$ cat src/rtl/sakebi_ipv4_packet_rx_if.sv
// sakebi_ipv4_packet_rx_if: byte-stream valid/ready/data bundle
interface sakebi_ipv4_packet_rx_if #(parameter int DATA_WIDTH = 8);
  logic TVALID;
  logic TREADY;
  logic [DATA_WIDTH-1:0] TDATA;
  modport master(output TVALID, output TDATA, input TREADY);
  modport slave(input TVALID, input TDATA, output TREADY);
endinterface

$ cat src/rtl/sakebi_ipv4_packet_rx.sv
// sakebi_ipv4_packet_rx: parses/validates an IPv4 header from an Ethernet payload stream and forwards its payload
module sakebi_ipv4_packet_rx #(
  parameter int DATA_WIDTH = 8,
  parameter int IP_ADDR_WIDTH = 32
) (
  input  logic                     i_axis_ACLK,
  input  logic                     i_axis_ARESET,
  sakebi_ipv4_packet_rx_if.slave   i_axis,
  sakebi_ipv4_packet_rx_if.master  o_axis,
  input  logic [15:0]              i_ethertype,
  input  logic                     i_specify_ip_en,
  input  logic [IP_ADDR_WIDTH-1:0] i_ip_addr,
  output logic [IP_ADDR_WIDTH-1:0] o_src_ip_addr,
  output logic [IP_ADDR_WIDTH-1:0] o_dst_ip_addr,
  output logic [7:0]               o_protocol,
  output logic [15:0]              o_total_length,
  output logic                     o_hdr_valid,
  output logic                     o_drop,
  output logic                     o_checksum_err,
  output logic                     o_truncated
);
  typedef enum logic [2:0] {IDLE, HEADER, OPTIONS, PAYLOAD, DROP} state_t;
  state_t state_q, state_d;
  logic [3:0] ihl_q, ihl_d;
  logic [7:0] cnt_q, cnt_d, proto_q, proto_d, oproto_q, oproto_d, td_q, td_d, b;
  logic [15:0] pay_q, pay_d, sum_q, sum_d, tlen_q, tlen_d, olen_q, olen_d;
  logic [IP_ADDR_WIDTH-1:0] src_q, src_d, dst_q, dst_d, osrc_q, osrc_d, odst_q, odst_d, dst_c;
  logic hv_q, hv_d, drop_q, drop_d, cerr_q, cerr_d, trunc_q, trunc_d, tv_q, tv_d;
  logic [15:0] hdr_len, addend, sum_c;
  logic [16:0] sum_w;
  logic tv, last_hdr, pass;
  assign b = i_axis.TDATA[7:0];
  assign tv = i_axis.TVALID;
  assign hdr_len = {10'd0, ihl_q, 2'b00};
  // Even-indexed header bytes are the high half of each 16-bit word
  assign addend = cnt_q[0] ? {8'h00, b} : {b, 8'h00};
  assign sum_w = {1'b0, sum_q} + {1'b0, addend};
  assign sum_c = sum_w[15:0] + {15'd0, sum_w[16]};
  assign dst_c = state_q == HEADER ? {dst_q[IP_ADDR_WIDTH-9:0], b} : dst_q;
  assign last_hdr = {8'd0, cnt_q} == hdr_len - 16'd1;
  assign pass = sum_c == 16'hFFFF && tlen_q >= hdr_len && (!i_specify_ip_en || dst_c == i_ip_addr);
  always_comb begin
    state_d = state_q;
    ihl_d = ihl_q;
    cnt_d = cnt_q;
    pay_d = pay_q;
    sum_d = sum_q;
    tlen_d = tlen_q;
    proto_d = proto_q;
    src_d = src_q;
    dst_d = dst_q;
    osrc_d = osrc_q;
    odst_d = odst_q;
    oproto_d = oproto_q;
    olen_d = olen_q;
    td_d = td_q;
    tv_d = 1'b0;
    hv_d = 1'b0;
    drop_d = 1'b0;
    cerr_d = 1'b0;
    trunc_d = 1'b0;
    case (state_q)
      IDLE: if (tv) begin
        if (i_ethertype != 16'h0800 || b[7:4] != 4'd4 || b[3:0] < 4'd5) begin
          state_d = DROP;
          drop_d = 1'b1;
        end else begin
          ihl_d = b[3:0];
          cnt_d = 8'd1;
          sum_d = {b, 8'h00};
          state_d = HEADER;
        end
      end
      HEADER, OPTIONS: if (!tv) begin
        state_d = IDLE;
        drop_d = 1'b1;
      end else begin
        cnt_d = cnt_q + 8'd1;
        sum_d = sum_c;
        if (state_q == HEADER) begin
          tlen_d = cnt_q == 8'd2 ? {b, tlen_q[7:0]} : cnt_q == 8'd3 ? {tlen_q[15:8], b} : tlen_q;
          proto_d = cnt_q == 8'd9 ? b : proto_q;
          src_d = cnt_q >= 8'd12 && cnt_q <= 8'd15 ? {src_q[IP_ADDR_WIDTH-9:0], b} : src_q;
          dst_d = cnt_q >= 8'd16 && cnt_q <= 8'd19 ? dst_c : dst_q;
        end
        if (last_hdr && pass) begin
          osrc_d = src_q;
          odst_d = dst_c;
          oproto_d = proto_q;
          olen_d = tlen_q;
          hv_d = 1'b1;
          pay_d = tlen_q - hdr_len;
          state_d = tlen_q == hdr_len ? DROP : PAYLOAD;
        end else if (last_hdr) begin
          drop_d = 1'b1;
          cerr_d = sum_c != 16'hFFFF;
          state_d = DROP;
        end else if (cnt_q == 8'd19) state_d = OPTIONS;
      end
      PAYLOAD: if (!tv) begin
        state_d = IDLE;
        trunc_d = 1'b1;
      end else begin
        tv_d = 1'b1;
        td_d = b;
        pay_d = pay_q - 16'd1;
        state_d = pay_q == 16'd1 ? DROP : PAYLOAD;
      end
      DROP: state_d = tv ? DROP : IDLE;
      default: state_d = IDLE;
    endcase
  end
  always_ff @(posedge i_axis_ACLK) begin
    if (i_axis_ARESET) begin
      state_q <= IDLE;
      ihl_q <= '0;
      cnt_q <= '0;
      pay_q <= '0;
      sum_q <= '0;
      tlen_q <= '0;
      proto_q <= '0;
      src_q <= '0;
      dst_q <= '0;
      osrc_q <= '0;
      odst_q <= '0;
      oproto_q <= '0;
      olen_q <= '0;
      td_q <= '0;
      tv_q <= 1'b0;
      hv_q <= 1'b0;
      drop_q <= 1'b0;
      cerr_q <= 1'b0;
      trunc_q <= 1'b0;
    end else begin
      state_q <= state_d;
      ihl_q <= ihl_d;
      cnt_q <= cnt_d;
      pay_q <= pay_d;
      sum_q <= sum_d;
      tlen_q <= tlen_d;
      proto_q <= proto_d;
      src_q <= src_d;
      dst_q <= dst_d;
      osrc_q <= osrc_d;
      odst_q <= odst_d;
      oproto_q <= oproto_d;
      olen_q <= olen_d;
      td_q <= td_d;
      tv_q <= tv_d;
      hv_q <= hv_d;
      drop_q <= drop_d;
      cerr_q <= cerr_d;
      trunc_q <= trunc_d;
    end
  end
  assign i_axis.TREADY = ~i_axis_ARESET;
  assign o_axis.TVALID = tv_q;
  assign o_axis.TDATA = td_q;
  assign o_src_ip_addr = osrc_q;
  assign o_dst_ip_addr = odst_q;
  assign o_protocol = oproto_q;
  assign o_total_length = olen_q;
  assign o_hdr_valid = hv_q;
  assign o_drop = drop_q;
  assign o_checksum_err = cerr_q;
  assign o_truncated = trunc_q;
endmodule
$ cat src/flat_wrapper.sv
// flat-port wrapper written by rule: the top's interface ports become plain ports
module sakebi_ipv4_packet_rx_flat 
#(
  parameter int DATA_WIDTH = 8,
  parameter int IP_ADDR_WIDTH = 32
)
  (i_axis_ACLK, i_axis_ARESET, i_ethertype, i_specify_ip_en, i_ip_addr, o_src_ip_addr, o_dst_ip_addr, o_protocol, o_total_length, o_hdr_valid, o_drop, o_checksum_err, o_truncated, i_axis_TVALID, i_axis_TDATA, i_axis_TREADY, o_axis_TVALID, o_axis_TDATA, o_axis_TREADY);
  sakebi_ipv4_packet_rx_if #(.DATA_WIDTH(DATA_WIDTH)) i_axis_i ();
  sakebi_ipv4_packet_rx_if #(.DATA_WIDTH(DATA_WIDTH)) o_axis_i ();
  input  logic i_axis_ACLK;
  input  logic i_axis_ARESET;
  input  logic [15:0] i_ethertype;
  input  logic i_specify_ip_en;
  input  logic [IP_ADDR_WIDTH-1:0] i_ip_addr;
  output logic [IP_ADDR_WIDTH-1:0] o_src_ip_addr;
  output logic [IP_ADDR_WIDTH-1:0] o_dst_ip_addr;
  output logic [7:0] o_protocol;
  output logic [15:0] o_total_length;
  output logic o_hdr_valid;
  output logic o_drop;
  output logic o_checksum_err;
  output logic o_truncated;
  input wire logic [$bits(i_axis_i.TVALID)-1:0] i_axis_TVALID;
  input wire logic [$bits(i_axis_i.TDATA)-1:0] i_axis_TDATA;
  output wire logic [$bits(i_axis_i.TREADY)-1:0] i_axis_TREADY;
  output wire logic [$bits(o_axis_i.TVALID)-1:0] o_axis_TVALID;
  output wire logic [$bits(o_axis_i.TDATA)-1:0] o_axis_TDATA;
  input wire logic [$bits(o_axis_i.TREADY)-1:0] o_axis_TREADY;
  assign i_axis_i.TVALID = i_axis_TVALID;
  assign i_axis_i.TDATA = i_axis_TDATA;
  assign i_axis_TREADY = i_axis_i.TREADY;
  assign o_axis_TVALID = o_axis_i.TVALID;
  assign o_axis_TDATA = o_axis_i.TDATA;
  assign o_axis_i.TREADY = o_axis_TREADY;
  sakebi_ipv4_packet_rx #(.DATA_WIDTH(DATA_WIDTH), .IP_ADDR_WIDTH(IP_ADDR_WIDTH)) u_core (.i_axis_ACLK(i_axis_ACLK), .i_axis_ARESET(i_axis_ARESET), .i_axis(i_axis_i), .o_axis(o_axis_i), .i_ethertype(i_ethertype), .i_specify_ip_en(i_specify_ip_en), .i_ip_addr(i_ip_addr), .o_src_ip_addr(o_src_ip_addr), .o_dst_ip_addr(o_dst_ip_addr), .o_protocol(o_protocol), .o_total_length(o_total_length), .o_hdr_valid(o_hdr_valid), .o_drop(o_drop), .o_checksum_err(o_checksum_err), .o_truncated(o_truncated));
endmodule
$ cat config.mk
export PLATFORM = sky130hd
export DESIGN_NAME = sakebi_ipv4_packet_rx_flat
export DESIGN_NICKNAME = d
export VERILOG_FILES = /design/src/rtl/sakebi_ipv4_packet_rx_if.sv /design/src/rtl/sakebi_ipv4_packet_rx.sv /design/src/flat_wrapper.sv
export SDC_FILE = /design/constraint.sdc
export NUM_CORES = 1
export LEC_CHECK = 0
export BUFFER_PORTS_ARGS = -buffer_cell sky130_fd_sc_hd__buf_2
export CAP_MARGIN = 20
export CORE_MARGIN = 2
export CORE_UTILIZATION = 57
export CTS_CLUSTER_DIAMETER = 120
export DETAILED_ROUTE_END_ITERATION = 8
export PLACE_DENSITY = 0.79
export SLEW_MARGIN = 20
export SYNTH_ARGS = -nofsm -noshare
export SYNTH_HDL_FRONTEND = slang
export SYNTH_SLANG_ARGS = --single-unit
$ cat constraint.sdc
create_clock -name i_axis_ACLK -period 12.9 [get_ports i_axis_ACLK]
set_input_delay 1.29 -clock i_axis_ACLK [delete_from_list [all_inputs] [get_ports i_axis_ACLK]]
set_output_delay 1.29 -clock i_axis_ACLK [all_outputs]
set_load 0.1 [all_outputs]
# Word level (Yosys, flattened, before mapping)
# Cells that the tools add are included.
# Widths: inputs -> output; s select.
# word_totals
reg_bits,236
in_bits,61
wordCells,124
out_inout_bits,102
# classes
eq_ne,22
n_mux,36
bitwise_logic,7
reduce_logical,27
magnitude_cmp,6
addsub,6
# op_table
cell,n
$mux 16,8
$pmux 16 s2,2
$eq 32x32->1,1
$mux 32,1
$mux 8,4
$mux 3,10
$reduce_and 4->1,6
$add 16x16->17,1
$add 16x1->16,1
$eq 16x1->1 const B,1
$eq 16x16->1 const B,1
$eq 16x6->1,1
$eq 8x16->1,1
$eq 8x2->1 const B,2
$ge 16x6->1,1
$ne 16x12->1 const B,1
$ne 16x16->1 const B,1
$pmux 8 s2,1
$sub 16x1->16 const B,1
$sub 16x6->16,1
$pmux 3 s4,1
$add 8x1->8 const B,1
$eq 8x4->1 const B,1
$eq 8x5->1 const B,1
27 further kinds,54

# Longest topological paths before layout
# Gate-level depths: netlist (run 1).
# depth
word_depth,10
depth_mapped,27
mapped_depth_nobuf,24

# Worst setup path before layout (run 1)
# OpenSTA, ideal clock, no wires.
# synth_timing
path_type,in2reg
start,input port i_axis_TDATA[0]
end,"register u_core.osrc_q[12], in the netlist u_core.o_src_ip_addr[12]"
cell_stages,27
t_arrival_ns,6.143
t_required_ns,12.768
path_slack_ns,6.625
setup_ns,0.132
n_path_buf,3
path_cell_list,clkbuf_1 > inv_1 > nor2_1 > ha_1 > inv_1 > fa_1 > nor2b_1 > o21ai_0 > a21oi_1 > o31a_1 > o21ai_0 > a21oi_1 > o21ai_0 > nand2b_1 > ha_1 > ha_1 > nand2_1 > inv_1 > nand4_1 > or3b_2 > a21oi_1 > o211ai_1 > or4b_2 > buf_2 > clkbuf_1 > o21ai_0 > a21oi_1
# synth_via
elab_chain_cells,8
elab_cells_between_ends,11
classes_between,add/sub: 2; eq/ne: 2; mux: 2; reduce/logical: 5
# synth_lines
element,line,text
from (decl),flat_wrapper.sv:24,input wire logic [$bits(i_axis_i.TDATA)-1:0] i_axis_TDATA;
$mux 16,sakebi_ipv4_packet_rx.sv:36,"assign addend = cnt_q[0] ? {8'h00, b} : {b, 8'h00};"
$add 16x16->17,sakebi_ipv4_packet_rx.sv:37,"assign sum_w = {1'b0, sum_q} + {1'b0, addend};"
$add 16x1->16,sakebi_ipv4_packet_rx.sv:38,"assign sum_c = sum_w[15:0] + {15'd0, sum_w[16]};"
$eq 16x16->1,sakebi_ipv4_packet_rx.sv:41,assign pass = sum_c == 16'hFFFF && tlen_q >= hdr_len && (!i_specify_ip_en || dst_c == i_ip_addr);
$logic_and 1x1->1,sakebi_ipv4_packet_rx.sv:41,
$logic_and 1x1->1 *,sakebi_ipv4_packet_rx.sv:41,
$logic_and 1x1->1 *,sakebi_ipv4_packet_rx.sv:86,if (last_hdr && pass) begin
$reduce_and 3->1 (no line) *,n/a,
to (signal assigned),sakebi_ipv4_packet_rx.sv:144,osrc_q <= osrc_d;
to (decl),sakebi_ipv4_packet_rx.sv:27,"logic [IP_ADDR_WIDTH-1:0] src_q, src_d, dst_q, dst_d, osrc_q, osrc_d, odst_q, odst_d, dst_c;"
# Mark *: on every way between the ends. The rest lies on a longest branch, timed or not.
# A chain may end at the register's enable or synchronous reset.

# Worst setup path after layout (run 1)
# layout_timing
start,input port i_axis_TDATA[0]
end,"register u_core.odst_q[25], in the netlist u_core.o_dst_ip_addr[25]"
# layout_via
elab_chain_cells,8
elab_cells_between_ends,11
classes_between,add/sub: 2; eq/ne: 2; mux: 2; reduce/logical: 5
# layout_lines
element,line,text
$mux 16,sakebi_ipv4_packet_rx.sv:36,
$add 16x16->17,sakebi_ipv4_packet_rx.sv:37,
$add 16x1->16,sakebi_ipv4_packet_rx.sv:38,
$eq 16x16->1,sakebi_ipv4_packet_rx.sv:41,
$logic_and 1x1->1,sakebi_ipv4_packet_rx.sv:41,
$logic_and 1x1->1 *,sakebi_ipv4_packet_rx.sv:41,
$logic_and 1x1->1 *,sakebi_ipv4_packet_rx.sv:86,
$reduce_and 3->1 (no line) *,n/a,
to (signal assigned),sakebi_ipv4_packet_rx.sv:145,odst_q <= odst_d;
to (decl),sakebi_ipv4_packet_rx.sv:27,
# Marked as above.

==> results of run 1 <==
## metrics by stage
stage / util (%) / setup WS (ps) / total power, mW / cells
detailed placement: 62.1 / 4980 / 0.810 / 1943
CTS: 66.2 / 5520 / 1.58 / 1989
global placement: 62.0 / 4680 / 0.810 / 1943
global route: 66.3 / 4840 / 1.62 / 1990
floorplan: - / 6620 / 0.784 / 1616
finish: 66.3 / 5320 / 1.58 / 1991
## per-layer routing
layer	wire length, µm	global-route usage, %	vias up
met1	15700	43.8	5787
met2	16900	50.1	600
met5	0	0	-
li1	-	-	5905
met3	3300	4.61	74
met4	972	9.02	0
## cells by family after synthesis
family	Yosys count	share of synthesized area (%)
AOI/OAI and AO/OA	496	24.3
xor gates and xnor gates	63	4.47
adders and majority gates	31	3.27
buffers and inverters	181	5.64
DFF	236	38.3
muxes	26	2.11
and+or+nand+nor	583	21.9
## registers in the layout (all words and copies together), names as in the netlist, 16 cells and up
name,cells
u_core.dst_q,32
u_core.o_dst_ip_addr,32
u_core.o_src_ip_addr,32
u_core.src_q,32
u_core.o_total_length,16
u_core.pay_q,16
u_core.sum_q,16
u_core.tlen_q,16
## where the power goes
group	leakage [nW]	total [mW]	switching, mW	internal, mW
Combinational	2.97	0.0654	0.0459	0.0195
Clock	0.434	0.780	0.313	0.467
Sequential	1.90	0.730	0.00108	0.729
## cell type report
cell class	instances	share of cell area (%)
multi-input combinational	1199	49.4
sequential	236	33.7
timing repair buffer	175	6.59
clock buffer	31	4.69
tap	275	2.45
clock inverter	15	1.61
inverter	59	1.58
antenna	1	0.0178
## worst register-to-register path: cells and delay by family (launching register included)
family | cells | cell delay [ps]
AO/OA/AOI/OAI | 9 | 1730
adder cells (fa/ha/maj) | 4 | 1040
buffers and inverters | 4 | 1250
flip-flops | 1 | 740
AND/OR/NAND/NOR | 8 | 2410
## final timing paths
| path | cells after the start | to | startpoint | slack, ps |
|---|---|---|---|---|
| setup / recovery | 26 | u_core.o_dst_ip_addr[25] | i_axis_TDATA[0] | 5320 |
| hold reg to reg | 2 | u_core.o_axis.TDATA[5] | u_core.o_axis.TDATA[5] | 460 |
| hold / removal | 2 | u_core.o_axis.TDATA[5] | u_core.o_axis.TDATA[5] | 460 |
| setup reg to reg | 25 | u_core.o_dst_ip_addr[25] | u_core.cnt_q[0] | 5580 |
## cells in the final DEF (no fill, tap or decap), drive strengths merged, types with 8 or more instances in the layout
cell type / synthesis / routed
dfxtp: 236 / 236
a21oi: 231 / 231
nand2: 228 / 228
buf: 15 / 175
nor2: 128 / 128
o21ai: 95 / 95
nand3: 81 / 81
inv: 59 / 61
xor2: 33 / 33
clkbuf: 107 / 31
xnor2: 30 / 30
ha: 29 / 29
a211oi: 28 / 28
nor3: 27 / 27
mux2i: 26 / 26
nor4: 23 / 23
a311oi: 22 / 22
o22ai: 21 / 21
or3: 17 / 17
nand2b: 14 / 14
o2111ai: 13 / 13
nor2b: 12 / 12
a22oi: 12 / 12
nand4: 10 / 10
o211ai: 9 / 9
a221oi: 8 / 8
and2: 8 / 8
and3: 8 / 8
==> summary by stage, run 1 <==
Run status
The flow ran to the end, and the final reports show no timing, DRC or antenna violations.

Synthesis
The average instance in the mapped netlist occupies 7.63 µm². The number of enable flip-flop cells after synthesis is 0. The fraction of post-synthesis cell area in the top cell type by area is 38.3%. The fraction of synthesis flops using an asynchronous set or reset pin is 0%. The most area-hungry cell type in the Yosys netlist is sky130_fd_sc_hd__dfxtp_1.

The commonest cells after synthesis are sky130_fd_sc_hd__dfxtp_1, sky130_fd_sc_hd__a21oi_1, sky130_fd_sc_hd__nand2_1, sky130_fd_sc_hd__nor2_1, sky130_fd_sc_hd__clkbuf_1. The synthesized netlist contains 65 unique library cells. The synthesized netlist cell count is 1616. The share of the yosys chip area belonging to registers is 38.3%.

In the synthesized netlist the dominant register cell turns out to be sky130_fd_sc_hd__dfxtp_1. Yosys attributes the largest share of cell area to sky130_fd_sc_hd__dfxtp_1, sky130_fd_sc_hd__a21oi_1, sky130_fd_sc_hd__nand2_1, sky130_fd_sc_hd__nor2_1, sky130_fd_sc_hd__o21ai_0. The Yosys step of the flow raised 0 warnings. The most common cell in the synthesized netlist is sky130_fd_sc_hd__dfxtp_1.

Counting flops and latches in the post-synthesis netlist gives 236. Counting every net in the synthesized netlist gives 1708. The mapped cell area is between 0.01 and 0.015 mm².

Route
The via count is 12400. The via-per-instance ratio is 6.21. After detailed routing, the total wire length is between 30000 and 40000 µm. The number of routed nets with antenna violations is 0. The final routed wire length divided by cell count is 18.6 µm.

The detailed router finished its first iteration with 1464 violations. The DRC violation count after routing is 0. The detailed-router iteration count before antenna repair is 6.

Timing
The achievable frequency is ~130 MHz. Clock skew on the completed layout was measured at roughly 13 ps. The max-slew violation count is 0. Setup violations remaining at the end of the flow were counted as 0. The number of endpoints with negative hold slack in the final report is 0.

The smallest clock period supported by the final layout is computed as around 7600 ps. The worst hold margin is between 400 and 500 ps. For the pin with the worst max-slew slack, the measured transition is 1080 ps. Setup repair after global routing left no endpoint under its margin. The relative max-transition margin is 27.7%. For the final routed database, the setup TNS stands at 0 ps. The share of the cycle needed by the critical path after routing is 58.7%.

Global route
The first global-routing pass estimated 57700 µm of wire. The remaining global-route overflow is 0. Entering global routing, the biggest net connects approximately 100 pins. In the global route stage, overall resource usage came out at 31.2%.

The initial antenna violation count is 0. The number of global-route vias before repair is between 10000 and 15000.

Clock network
CTS built an H-tree with a depth of 1. Clock-pin slew was measured on the worst setup and hold paths at 60 ps. The clock reaches the later pin of the worst-skew pair after 540 ps. The number of setup buffers added after CTS is 0. The post-cts repair resize count is 0. The hold-fix buffer count after cts is 0. The total clock buffers created by CTS is 25. No sink is reached through more buffers than the 3 on the longest clock path. Counting every sink on the clock net gives around 240. The root buffer cell chosen for the clock tree is sky130_fd_sc_hd__clkbuf_16.

TritonCTS built the clock tree.

Floorplanning
The I/O pin total is 163. The height of the die is 151 µm. The die outline area is ~0.023 mm². The effective utilization at floorplan is 58.3%. The die is around 150 µm wide.

The total area inside the core boundary comes to 0.0212 mm². The number of standard-cell rows in the floorplan is 53.

Run
Max-cap violations in this run came to 0.

Setup path
The largest incremental delay on the critical path is about 740 ps. The family with the most delay on the worst path is simple AND/OR/NAND/NOR gates. The largest fanout of any net on the critical path is just over 90. The worst setup path is launched from an input port.

The arrival time at the worst endpoint is 7960 ps. The critical path data required time is 13290 ps. The slowest stage of the critical path belongs to the cell sky130_fd_sc_hd__buf_4.

The critical path class is input port to flop. The type of element capturing the critical path is a flop. The number of buffers and inverters on the critical path is 5.

Power and ir drop
Summed over all cells, the static leakage comes to approximately 5.3 nW. The worst supply voltage drop on vdd is 0.0000983 V. Dividing total power by cell area gives a power density of 112 mW/mm².

Placement
Routability-driven placement finished with a final weighted congestion of 0.938. The number of port buffers is between 150 and 200. The post-placement cell area is 0.0131 mm². Summed over all nets, the half-perimeter wirelength after detailed placement is 24300 µm.

Cells and area
The final cell area excluding filler cells is 0.0140 mm². The multi-input combinational cells in the finished layout cover a total of 0.00693 mm². In the final design database the tool counted 1788 nets. The share of cells above drive strength 1 is 14.0%. Compared with the post-synthesis result, the final layout area differs by 13.8%.

The fill cell instance count of the final layout is 1834. In the final layout, flip-flops and latches occupy 0.00472 mm².

Hold path
The worst hold path class is flop to flop.
(Power assumes the default switching activity.)
==> inputs of run 2 (changes only) <==
==> constraint.sdc (replaced) <==
create_clock -name i_axis_ACLK -period 7.4 [get_ports i_axis_ACLK]
set_input_delay 0.74 -clock i_axis_ACLK [delete_from_list [all_inputs] [get_ports i_axis_ACLK]]
set_output_delay 0.74 -clock i_axis_ACLK [all_outputs]
set_load 0.1 [all_outputs]
==> run 2 against run 1 <==
Net effect: cell count increased by 0.20%; highest routed layer unchanged; cell area about the same; total power increased by 67%; flip-flop and latch count unchanged; wire length decreased by 0.30%; register-to-register slack got worse by 4500 ps; die area unchanged; clock skew increased by 0.68 ps; non-clock buffer count increased by 8; clock power increased by 60%; largest power group is now sequential cells; largest cell class unchanged; combinational power increased by 79%.
==> summary by stage, run 2 (synthesized netlist as in run 1, its figures left out) <==
Run status
The flow ran to the end, and the final reports show no timing, DRC or antenna violations.

Floorplanning
The die extent in x is about 150 µm. The placeable core region is 0.0212 mm². The initial utilization of the core area, before any placement, comes to 58.3%. In this run the vertical extent of the chip is 151 µm.

The number of standard-cell rows in the floorplan is 53. The I/O pin total is 163. The die outline area is 0.0228 mm².

Clock network
The clock-pin slew of the registers on the worst-case setup and hold paths is 60 ps. In this run the post-CTS setup repair buffer count came out at 0. The clock tree root buffer cell is sky130_fd_sc_hd__clkbuf_16.

After clock tree synthesis, the repair step resized 0 gates. The clock latency at the later pin of the worst-skew pair is ~540 ps. The tree built by TritonCTS fans out to between 200 and 250 sinks. The hold-fix buffer count after cts is 0. The clock passes through at most 3 buffers. TritonCTS built the clock tree. The total clock buffers created by CTS is 26. The number of levels in the clock H-tree is 1.

Global route
Across every metal layer, demand over resource in global routing totals 31.4%. The number of global-route vias before repair is around 11000. Entering global routing, the biggest net connects 86 pins.

After global routing the overflow that remains totals 0. The global-route wire length before repair is 58000 µm. The initial antenna violation count is 0.

Timing
The tightest hold path in the finished design has a slack of 457 ps. The slew at the pin with the worst max-slew slack is between 1000 and 1500 ps. The final sum of negative setup slack is 0 ps.

For the finished layout, the period the worst path requires is around 6300 ps. The max-slew violation count is 0. The setup clock skew after layout is 14.1 ps.

For this run, the top clock speed supported by timing is between 150 and 200 MHz. The number of endpoints with negative hold slack in the final report was 0. Setup violations remaining at the end of the flow were counted as 0. In this run the tightest slew margin relative to its limit is 30.3%. Setup repair after global routing left no endpoint under its margin.

The share of the cycle needed by the critical path after routing is a little under nine tenths.

Setup path
The largest incremental delay on the critical path is around 560 ps. The critical path is of the flop to flop type. The worst setup path is launched from a flop. At the worst endpoint, the arrival time is 6670 ps.

The largest fanout of any net on the critical path is 17. The critical path data required time is 7770 ps. Counting stages on the worst path, the most repeated cell is sky130_fd_sc_hd__o21ai_0.

The worst-path cell with the longest stage delay is sky130_fd_sc_hd__o21ai_1. STA classifies the critical path endpoint as a flop.

Route
In this run, the number of DRC markers left after iteration 0 of detailed routing was 1367. In the routed design, unresolved DRC markers number 0. The via-per-instance ratio is 6.26. The final routed wire length divided by cell count is roughly 18 µm. For this block, the routed nets add up to 36800 µm of wire. The number of routed nets with antenna violations is 0.

The pre-antenna-repair detailed-routing pass consisted of 6 iterations. For this block, the via count after detailed routing is about 12000.

Placement
The detailed placement HPWL is 24700 µm. The routability congestion estimate is 0.971. The count of buffers added on input and output ports is 161. Including well taps, the total number of placed cells is 1952.

Run
The count of maximum capacitance violations is 0.

Power and ir drop
Dividing total power by cell area gives a power density of 188 mW/mm². The completed layout was analyzed and its total power is ~2.6 mW. IR analysis of the VDD net gives a maximum drop of 0.000156 V.

The static leakage is roughly 5.3 nW.

Cells and area
The filler cells instantiated in the layout total 1835. The area used by sequential logic in the layout is 0.00472 mm². Leaving out fill and tap cells, the most frequent cell in the layout is sky130_fd_sc_hd__dfxtp_1. The share of cells above drive strength 1 is 14.2%. The antenna diode count is 0. The filler-free cell count of the finished design is 1995. The total number of nets in the final design is 1797.

Leaving out fill and tap cells, the most frequent cells in the layout are sky130_fd_sc_hd__dfxtp_1, sky130_fd_sc_hd__a21oi_1, sky130_fd_sc_hd__nand2_1, sky130_fd_sc_hd__buf_2, sky130_fd_sc_hd__nor2_1. The multi-input logic area is 0.00693 mm². The area added between synthesis and finish is 13.7%.

Hold path
The path class of the tightest hold or removal check is flop to flop.
==> run 2: report_power, final <==
| group | leakage (nW) | total (mW) | switching (mW) | internal (mW) |
|---|---|---|---|---|
| clock network | 0.387 | 1.25 | 0.525 | 0.720 |
| registers | 1.90 | 1.27 | 0.00192 | 1.27 |
| logic | 3.02 | 0.117 | 0.0810 | 0.0356 |
==> run 2: layout make-up <==
type | instances | area share (%)
sequential | 236 | 33.7
clock buffer | 35 | 5.17
multi-input combinational | 1199 | 49.4
inverter | 59 | 1.58
timing repair buffer | 183 | 7.06
tap | 275 | 2.45
clock inverter | 8 | 0.660
==> run 2: worst paths after layout <==
check                         start                     end  slack (ps)  cells after the start
max                 u_core.cnt_q[0]         u_core.pay_q[7]        1090                     25
min          u_core.o_axis.TDATA[5]  u_core.o_axis.TDATA[5]         460                      2
max reg2reg         u_core.cnt_q[0]         u_core.pay_q[7]        1090                     25
min reg2reg  u_core.o_axis.TDATA[5]  u_core.o_axis.TDATA[5]         460                      2
==> run 2: layer usage <==
| metal | vias to the layer above | routed length, µm | GRT usage, % |
|---|---|---|---|
| met5 | - | 0 | 0 |
| met4 | 0 | 1230 | 10.7 |
| met3 | 87 | 2790 | 3.01 |
| met2 | 574 | 16900 | 50.6 |
| met1 | 5908 | 15900 | 44.3 |
| li1 | 5919 | - | - |
==> run 2: critical path: cells and delay by family, from the launching register on <==
| kind | cells | cell delay [ps] |
|---|---|---|
| simple gates | 7 | 1910 |
| flops | 1 | 310 |
| fa+ha+maj | 4 | 990 |
| compound gates | 10 | 2300 |
| buf+inv | 4 | 610 |
==> run 2: through the flow <==
stage / util [%] / cell area (µm²) / worst slack, ps
4_1_cts: 66.3 / 14000 / 1250
2_1_floorplan: - / 12300 / 1670
3_5_place_dp: 62.4 / 13200 / 1100
5_1_grt: 66.3 / 14000 / 610
3_3_place_gp: 62.4 / 13200 / 1220
6_report: 66.3 / 14000 / 1090
